--- src/rtl/dds_spi_loader.sv ---
// -----------------------------------------------------------------------------
// dds_spi_loader
//
// Purpose:
//   Receives 16-bit words over a 3-wire serial link (sclk / fsync / sdata,
//   all asynchronous to clock). It decodes each word into DDS frequency and
//   phase tuning registers and control bits. Words are MSB first. A bit is
//   taken on each falling sclk edge while fsync is low. Frequency words can be
//   written by 14-bit halves (b28=0). They can also be written as two
//   consecutive 14-bit writes that update all 28 bits at once (b28=1).
//
// Ports:
//   clock        in   system clock, rising edge
//   reset        in   synchronous, active-low
//   sclk         in   serial clock (async, idles high), up to clock/4
//   fsync        in   frame select, active-low (async)
//   sdata        in   serial data, MSB first (async)
//   freq0_set    out  [27:0] frequency tuning word 0
//   freq1_set    out  [27:0] frequency tuning word 1
//   phase0_set   out  [11:0] phase offset 0
//   phase1_set   out  [11:0] phase offset 1
//   freq_sel     out  selects freq1_set when 1
//   phase_sel    out  selects phase1_set when 1
//   dds_reset    out  active-high accumulator clear
//   word_valid   out  one-cycle pulse per accepted word
//   abort_count  out  [7:0] saturating count of aborted partial words
//                     (present only when DDS_SPI_ABORTCNT_EN is defined)
//
// Build option:
//   DDS_SPI_ABORTCNT_EN - adds the abort counter and its abort_count port.
// -----------------------------------------------------------------------------
module dds_spi_loader (
    input  logic        clock,
    input  logic        reset,
    input  logic        sclk,
    input  logic        fsync,
    input  logic        sdata,
    output logic [27:0] freq0_set,
    output logic [27:0] freq1_set,
    output logic [11:0] phase0_set,
    output logic [11:0] phase1_set,
    output logic        freq_sel,
    output logic        phase_sel,
    output logic        dds_reset,
    output logic        word_valid
`ifdef DDS_SPI_ABORTCNT_EN
    ,
    output logic [7:0]  abort_count
`endif
);

    typedef enum logic [1:0] {
        ST_IDLE  = 2'd0,
        ST_SHIFT = 2'd1,
        ST_DONE  = 2'd2
    } state_t;

    // ------------------------------------------------------------------
    // Input synchronizers (2 flops each) plus one history flop for edge
    // detection on sclk and fsync.
    // ------------------------------------------------------------------
    logic r_sclk_meta, r_sclk_sync, r_sclk_prev;
    logic r_fsync_meta, r_fsync_sync, r_fsync_prev;
    logic r_sdata_meta, r_sdata_sync;

    // The fsync chain resets to 0 (active) rather than to its idle level.
    // If the pins are already mid-frame when reset releases, the chain
    // therefore never sees a falling edge. The frame is ignored until fsync
    // goes high and then falls again.
    always_ff @(posedge clock) begin
        if (!reset) begin
            r_sclk_meta  <= 1'b1;
            r_sclk_sync  <= 1'b1;
            r_sclk_prev  <= 1'b1;
            r_fsync_meta <= 1'b0;
            r_fsync_sync <= 1'b0;
            r_fsync_prev <= 1'b0;
            r_sdata_meta <= 1'b0;
            r_sdata_sync <= 1'b0;
        end else begin
            r_sclk_meta  <= sclk;
            r_sclk_sync  <= r_sclk_meta;
            r_sclk_prev  <= r_sclk_sync;
            r_fsync_meta <= fsync;
            r_fsync_sync <= r_fsync_meta;
            r_fsync_prev <= r_fsync_sync;
            r_sdata_meta <= sdata;
            r_sdata_sync <= r_sdata_meta;
        end
    end

    logic w_sclk_fall;
    logic w_fsync_fall;
    assign w_sclk_fall  = r_sclk_prev & ~r_sclk_sync;
    assign w_fsync_fall = r_fsync_prev & ~r_fsync_sync;

    // ------------------------------------------------------------------
    // Receive FSM, shift register and register file
    // ------------------------------------------------------------------
    state_t      r_state;
    logic [3:0]  r_bit_cnt;
    logic [14:0] r_shift;      // first 15 bits of the word, MSB first
    logic [27:0] r_freq0, r_freq1;
    logic [11:0] r_phase0, r_phase1;
    logic        r_freq_sel, r_phase_sel, r_dds_reset, r_word_valid;
    logic        r_b28, r_hlb, r_pending, r_stage_tgt;
    logic [13:0] r_stage;
`ifdef DDS_SPI_ABORTCNT_EN
    logic [7:0]  r_abort_cnt;
`endif

    // Fields of the word completed by the bit arriving this cycle.
    // W[15:13] comes from the shift register; W[13:0] is the payload.
    logic [2:0]  w_wtop;
    logic [13:0] w_d;
    assign w_wtop = r_shift[14:12];
    assign w_d    = {r_shift[12:0], r_sdata_sync};

    // Frequency target: W[15]=0 -> freq0, W[15]=1 -> freq1.
    logic w_tgt;
    assign w_tgt = w_wtop[2];

    always_ff @(posedge clock) begin
        if (!reset) begin
            r_state      <= ST_IDLE;
            r_bit_cnt    <= 4'd0;
            r_shift      <= 15'd0;
            r_freq0      <= 28'd0;
            r_freq1      <= 28'd0;
            r_phase0     <= 12'd0;
            r_phase1     <= 12'd0;
            r_freq_sel   <= 1'b0;
            r_phase_sel  <= 1'b0;
            r_dds_reset  <= 1'b1;
            r_word_valid <= 1'b0;
            r_b28        <= 1'b0;
            r_hlb        <= 1'b0;
            r_pending    <= 1'b0;
            r_stage_tgt  <= 1'b0;
            r_stage      <= 14'd0;
`ifdef DDS_SPI_ABORTCNT_EN
            r_abort_cnt  <= 8'd0;
`endif
        end else begin
            r_word_valid <= 1'b0;
            case (r_state)
                ST_IDLE: begin
                    r_bit_cnt <= 4'd0;
                    if (w_fsync_fall) begin
                        r_state <= ST_SHIFT;
                    end
                end

                ST_SHIFT: begin
                    if (r_fsync_sync) begin
                        // fsync rose mid-word: drop the partial word. A rise
                        // with no bits taken is just the normal end of a
                        // multi-word frame and does not count as an abort.
                        r_state   <= ST_IDLE;
                        r_bit_cnt <= 4'd0;
`ifdef DDS_SPI_ABORTCNT_EN
                        if (r_bit_cnt != 4'd0 && r_abort_cnt != 8'hFF) begin
                            r_abort_cnt <= r_abort_cnt + 8'd1;
                        end
`endif
                    end else if (w_sclk_fall) begin
                        r_shift   <= {r_shift[13:0], r_sdata_sync};
                        r_bit_cnt <= r_bit_cnt + 4'd1;
                        if (r_bit_cnt == 4'd15) begin
                            // 16th bit: decode now so the updated registers
                            // and the word_valid pulse appear during DONE.
                            r_state      <= ST_DONE;
                            r_word_valid <= 1'b1;
                            case (w_wtop[2:1])
                                2'b00: begin
                                    r_b28       <= r_shift[12];
                                    r_hlb       <= r_shift[11];
                                    r_freq_sel  <= r_shift[10];
                                    r_phase_sel <= r_shift[9];
                                    r_dds_reset <= r_shift[7];
                                    r_pending   <= 1'b0;
                                end
                                2'b01, 2'b10: begin
                                    if (!r_b28) begin
                                        if (w_tgt) begin
                                            if (r_hlb) r_freq1[27:14] <= w_d;
                                            else       r_freq1[13:0]  <= w_d;
                                        end else begin
                                            if (r_hlb) r_freq0[27:14] <= w_d;
                                            else       r_freq0[13:0]  <= w_d;
                                        end
                                    end else if (!r_pending || (r_stage_tgt != w_tgt)) begin
                                        // First half, or a target switch that
                                        // restarts the pair with a new LSB.
                                        r_stage     <= w_d;
                                        r_stage_tgt <= w_tgt;
                                        r_pending   <= 1'b1;
                                    end else begin
                                        if (w_tgt) r_freq1 <= {w_d, r_stage};
                                        else       r_freq0 <= {w_d, r_stage};
                                        r_pending <= 1'b0;
                                    end
                                end
                                default: begin
                                    if (w_wtop[0]) r_phase1 <= w_d[11:0];
                                    else           r_phase0 <= w_d[11:0];
                                end
                            endcase
                        end
                    end
                end

                ST_DONE: begin
                    r_bit_cnt <= 4'd0;
                    r_state   <= r_fsync_sync ? ST_IDLE : ST_SHIFT;
                end

                default: begin
                    r_state   <= ST_IDLE;
                    r_bit_cnt <= 4'd0;
                end
            endcase
        end
    end

    assign freq0_set  = r_freq0;
    assign freq1_set  = r_freq1;
    assign phase0_set = r_phase0;
    assign phase1_set = r_phase1;
    assign freq_sel   = r_freq_sel;
    assign phase_sel  = r_phase_sel;
    assign dds_reset  = r_dds_reset;
    assign word_valid = r_word_valid;
`ifdef DDS_SPI_ABORTCNT_EN
    assign abort_count = r_abort_cnt;
`endif

endmodule

--- config.mk ---
export PLATFORM = sky130hd
export DESIGN_NAME = dds_spi_loader
export DESIGN_NICKNAME = d
export VERILOG_FILES = /design/src/rtl/dds_spi_loader.sv
export SDC_FILE = /design/constraint.sdc
export NUM_CORES = 1
export LEC_CHECK = 0
export ABC_AREA = 1
export CORE_AREA = 10 10 118 120
export CTS_CLUSTER_SIZE = 16
export DETAILED_ROUTE_END_ITERATION = 10
export DIE_AREA = 0 0 128 130
export PLACE_DENSITY_LB_ADDON = 0.15
export SLEW_MARGIN = 15
export SYNTH_ARGS = -nofsm -noshare
export SYNTH_HDL_FRONTEND = slang
export SYNTH_SLANG_ARGS = --single-unit
--- constraint.sdc ---
create_clock -name clock -period 1.85 [get_ports clock]
set_input_delay 0.4625 -clock clock [delete_from_list [all_inputs] [get_ports clock]]
set_output_delay 0.4625 -clock clock [all_outputs]
set_load 0.03 [all_outputs]
After elaboration in Yosys (flattened, before gate mapping)
Index checks and enable logic that the tools add are counted.
Word-level totals
  register bits after elaboration: 131
  output and inout bits: 84
Cells by class
  bitwise logic cells: 9
  equal/unequal tests: 14
  $add $sub $neg: 1
  muxes and demuxes: 20
  reductions and logical operators: 23
Operator list (number)
  28-bit 2-to-1 mux: 8
  9-bit AND reduction: 4
  14-bit 2-to-1 mux: 2
  6-bit AND reduction: 3
  2-bit 2-to-1 mux: 4
  2-bit != test, second input constant: 4
  2-bit nonzero test: 4
  1-bit inverter: 7
  7-bit AND reduction: 1
  3-bit != test, second input constant: 2
  2-bit case mux with 3 select lines: 1
  3-bit AND reduction: 2
  3-bit OR reduction: 2
  5-bit AND reduction: 1
  4-bit by 1-bit adder with 4-bit output, second input constant: 1
  2-bit by 1-bit == test with 1-bit output, second input constant: 2
  2-bit == test, second input constant: 2
  4-bit == test, second input constant: 1
  2-bit zero test: 2
  1-bit 2-to-1 mux: 4
  2-bit by 1-bit != test with 1-bit output, second input constant: 2
  4-bit OR reduction: 1
  1-bit bitwise AND: 2
  1-bit case mux with 2 select lines: 1
  other kinds (4): 4

Longest topological paths before layout
Gate-level depths: netlist of the first run.
  depth after elaboration: 5
  gate-level depth with buffers: 11
  gate-level depth less buffers: 10

Worst setup path after synthesis of the first run
Ideal clock, no wire load.
  path kind: register to register
  from: register r_shift[14]
  to: register r_freq0[22] (netlist: freq0_set[22])
  setup slack: 0.060 ns
  period minus slack after synthesis: 1.790 ns
  stages on the path, launching flop included: 10
  data arrival time: 1.680 ns
  buffers on the path: 2
  required time: 1.740 ns
  path through: dfxtp_1 > inv_2 > ha_1 > nand3_1 > nor2_4 > buf_2 > buf_4 > nand4_1 > nand2_1 > nor2_1
On the way
  longest elaborated chain between the ends: 4
RTL lines
  start, declared: RTL line 102  | logic [14:0] r_shift;
  start signal, assigned: RTL line 167  | r_shift <= {r_shift[13:0], r_sdata_sync};
  1-bit != test: RTL line 192  | end else if (!r_pending || (r_stage_tgt != w_tgt)) begin
  1-bit logical OR: RTL line 192
  2-bit != test (no source line) or 2-bit by 1-bit != test with 1-bit output (tied branches)
  9-bit AND reduction (no source line) *
  end signal, assigned: RTL line 189  | if (r_hlb) r_freq0[27:14] <= w_d;
  end signal, assigned: RTL line 200  | else r_freq0 <= {w_d, r_stage};
  end, declared: RTL line 103  | logic [27:0] r_freq0, r_freq1;
Mark *: on every way between the ends. The rest lies on a longest branch, timed or not.
A chain may end at the register's enable or synchronous reset.

Worst setup path in the final report of the first run
  from: register r_shift[13]
  to: register r_freq0[1] (netlist: freq0_set[1])
On the way
  longest elaborated chain between the ends: 3
RTL lines
  2-bit by 1-bit == test with 1-bit output or 2-bit == test (tied branches): RTL line 174  | case (w_wtop[2:1])
  2-bit OR reduction *: RTL line 174
  9-bit AND reduction (no source line) *
  end signal, assigned: RTL line 190  | else r_freq0[13:0] <= w_d;
  end signal, assigned: RTL line 200
Marks and branches as above.

==> results by group, run 1 <==
Final layout
  • Ant. Diodes: 0
  • Layout cells sized above 1: 10.5%
  • Nets@finish: 875
  • Final core occ: between 60 and 70%
  • P&R area growth vs syn: 31.9%

Yosys
  • Mapped Nets: 779
  • Synth Cell Area: 0.00543 sq mm
  • Synth top area cells: dfxtp_1 48%, nor2_1 12%, nand2_1 10%
  • Synth Register Bits: roughly 130
  • Sequential share of the synthesized area: between 40% and 50%
  • Top cells by count, synth: 178 x nor2_1, 146 x nand2_1, 131 x dfxtp_1, 110 x inv_1, 75 x o21ai_0
  • Synthesized netlist cell count: 771
  • Async S/R FF share, synth: 0%
  • Warning count from the yosys run: 0
  • Most frequent cell after synthesis: nor2_1
  • EDFF count, synth: 0
  • Area leader, netlist: dfxtp_1
  • Netlist cell types: 31
  • Post-synth top area share: between 40% and 50%
  • Primary FF master, synth: dfxtp_1
  • Syn Area/Cell: 7.04 sq um

Clock network
  • Clock Path Buffers: 2
  • Clock Pin Slew Worst Setup and Hold Paths: roughly 0.060 ns
  • Clock sink count: 131
  • CTS tree: built
  • TritonCTS Buffers: 17
  • CTS root buf: clkbuf_16
  • Clock latency on the worst-skew pair: 0.42 ns
  • Htree depth: 4

Hold path
  • Worst Hold Class: in2reg
  • Hold depth: 3

Global routing
  • M3 GR Usage: 5.76%
  • GR Util met2: 25.2%
  • GRT overflow: 0
  • Gr usage total: 16.8%
  • Initial antenna violation count: 0
  • Met1 usage: 21.4%
  • Largest net degree at the start of global routing: 123
  • Vias in the first global route: 4,543
  • Global-route wire length before repair: 22,600 um
  • Most used routing layer in global routing: met2

Critical path
  • R2r setup slk: about 0.074 ns
  • Reg2reg start: r_shift[13]
  • Worst Path Max Fanout: 6
  • Worst Reg2Reg Path Length in Cells: 10
  • CP Capture Point: freq0_set[1]
  • Reg2reg end: freq0_set[1]
  • CP startpoint: r_shift[13]
  • Critical Path RT: 2.16 ns
  • Crit end category: register
  • Worst setup path class: reg2reg
  • Arrival @ worst endpoint: around 2.1 ns
  • Startpoint types: register

Floorplanning
  • Die area: between 0.015 and 0.02 sq mm
  • Rows: 40
  • Die height: between 100 and 150 um
  • Initial Util: 46.4%
  • Core region area: roughly 0.012 sq mm
  • Die width: 128 um
  • I/O pin cnt: 89

Power
  • VDD IR-drop max: between 0.6 and 0.7 mV
  • Pleak: between 3 and 4 nW
  • Pwr Density: between 800 and 900 mW/mm^2

Placed design
  • RD Place Congestion: 0.855
  • Port buffer count: between 80 and 90
  • Worst slack at placement: 0.0187 ns
  • DPL Wire Length: 9770 um

Route
  • Drt total wl: 14,400 um
  • Initial DRC Count: 491
  • Post-DR wirelength/cell: 14.0 um
  • Via density: roughly 4.8
  • Routed vias: 4,958
  • DRC: 0
  • Initial DRT Pass Iterations: 5
  • Antenna Nets Post-Route: 0

STA
  • Relative slew slack: between 60% and 70%
  • Clock skew: 0.0184 ns
  • Slew Limit Fails: 0
  • Setup ws final: 0.0742 ns
  • Final setup violation count: 0
  • Setup_tns: 0 ns
  • Crit share post-route: between 90% and 100%
  • Fin crit period: 1.78 ns
  • Final Hold Vio Count: 0
  • F_max: around 560 MHz
  • Worst-margin pin slew: 0.451 ns

Run
  • MaxCap Viol Count: 0

Status
  • Outcome: completed
==> final cells by class <==
type	count	area (sq um)
Clock buffer	21	460
Clock inverter	11	153
Fill cell	1078	4550
Inverter	112	420
Multi-Input combinational cell	492	2280
Sequential cell	131	2630
Tap cell	147	184
Timing Repair Buffer	113	1040
==> timing repair <==
action | in CTS | in global routing
setup buffers | 0 | 7
pin swaps | 0 | 5
endpoints found under the hold margin | 0 | 0
hold buffers | 0 | 0
gates cloned | 0 | 3
resized for setup | 84 | 16
endpoints found under the setup margin | 90 | 63
==> per-stage QoR <==
step	total power, mW	cells	cell area [sq um]	hold WS, ns
global route	6.61	1027	7160	0.414
CTS	6.47	1017	6980	0.391
detailed placement	3.03	985	6470	0.400
finish	6.43	1027	7160	0.395
global placement	3.03	985	6470	0.393
floorplan	2.99	771	5430	0.390
==> critical path: stages, from the launching register on <==
cell	delay [ns]
dfxtp_2	0.35
inv_1	0.08
ha_4	0.30
nand3_2	0.09
nor2_4	0.20
nand2_2	0.08
nor2_4	0.21
clkbuf_16	0.19
nand2_1	0.04
nand2_1	0.06
nor2_1	0.05
==> where the power goes <==
group	switching [mW]	internal, mW
Combinational	0.0877	0.0419
Sequential	0.00696	2.83
Clock	1.27	2.20
Total	1.36	5.07
==> cells by family after synthesis <==
kind of cell | Yosys count | share of synthesized area (%)
compound gates | 105 | 10.1
buf+inv | 149 | 11.1
fa+ha+maj | 3 | 0.691
simple gates | 382 | 29.7
flops | 131 | 48.3
xor+xnor | 1 | 0.161
==> cell usage in the layout (no fill, tap or decap), types with 2 or more instances in the layout <==
cell type and n:
nor2_1 176, nand2_2 8, clkbuf_1 2, a21oi_1 22, buf_12 3, nor3_1 2
dlygate4sd2_1 84, inv_2 2, nand2_1 144, buf_4 18, dfxtp_2 3, clkbuf_8 2
bufinv_16 3, inv_1 110, clkinv_4 3, ha_4 2, o21ai_0 75, dfxtp_1 128
nor2_4 3, nor2_2 4, nand3_1 6, o21ai_1 2, nand4_1 28, nand3_2 2
clkbuf_16 19, clkdlybuf4s50_1 3, nand4_4 2, or2_2 6, clkinvlp_4 3
==> flip-flops by register name, indices dropped and copies added (netlist names), 2 cells and up <==
signal      count
freq0_set      28
freq1_set      28
phase0_set     12
phase1_set     12
r_bit_cnt       4
r_shift        15
r_stage        14
r_state         2
==> worst min-delay path by stage <==
stage,slack [ns],start,to
after CTS,0.39,reset,r_pending
final,0.40,reset,r_pending
after global placement,0.39,r_fsync_meta,r_fsync_sync
after global routing,0.41,reset,r_pending
after detailed placement,0.40,r_fsync_meta,r_fsync_sync
after floorplan,0.39,r_fsync_meta,r_fsync_sync
==> per-layer routing <==
layer  share of wire, %  vias to the layer above
met5                  0                        -
met4                2.0                        0
met3                7.3                       19
met2                 44                      153
met1                 47                     2216
li1                   -                     2570
No activity file was read; power rests on OpenSTA's default activity.
==> inputs of run 2 (changes only) <==
--- a/config.mk
+++ b/config.mk
@@ -10,6 +10,7 @@
 export CTS_CLUSTER_SIZE = 16
 export DETAILED_ROUTE_END_ITERATION = 10
 export DIE_AREA = 0 0 128 130
+export GPL_ROUTABILITY_DRIVEN = 0
 export PLACE_DENSITY_LB_ADDON = 0.15
 export SLEW_MARGIN = 15
 export SYNTH_ARGS = -nofsm -noshare
==> results of run 2 <==
The final DEF is identical to that of run 1; final timing and power are the same.
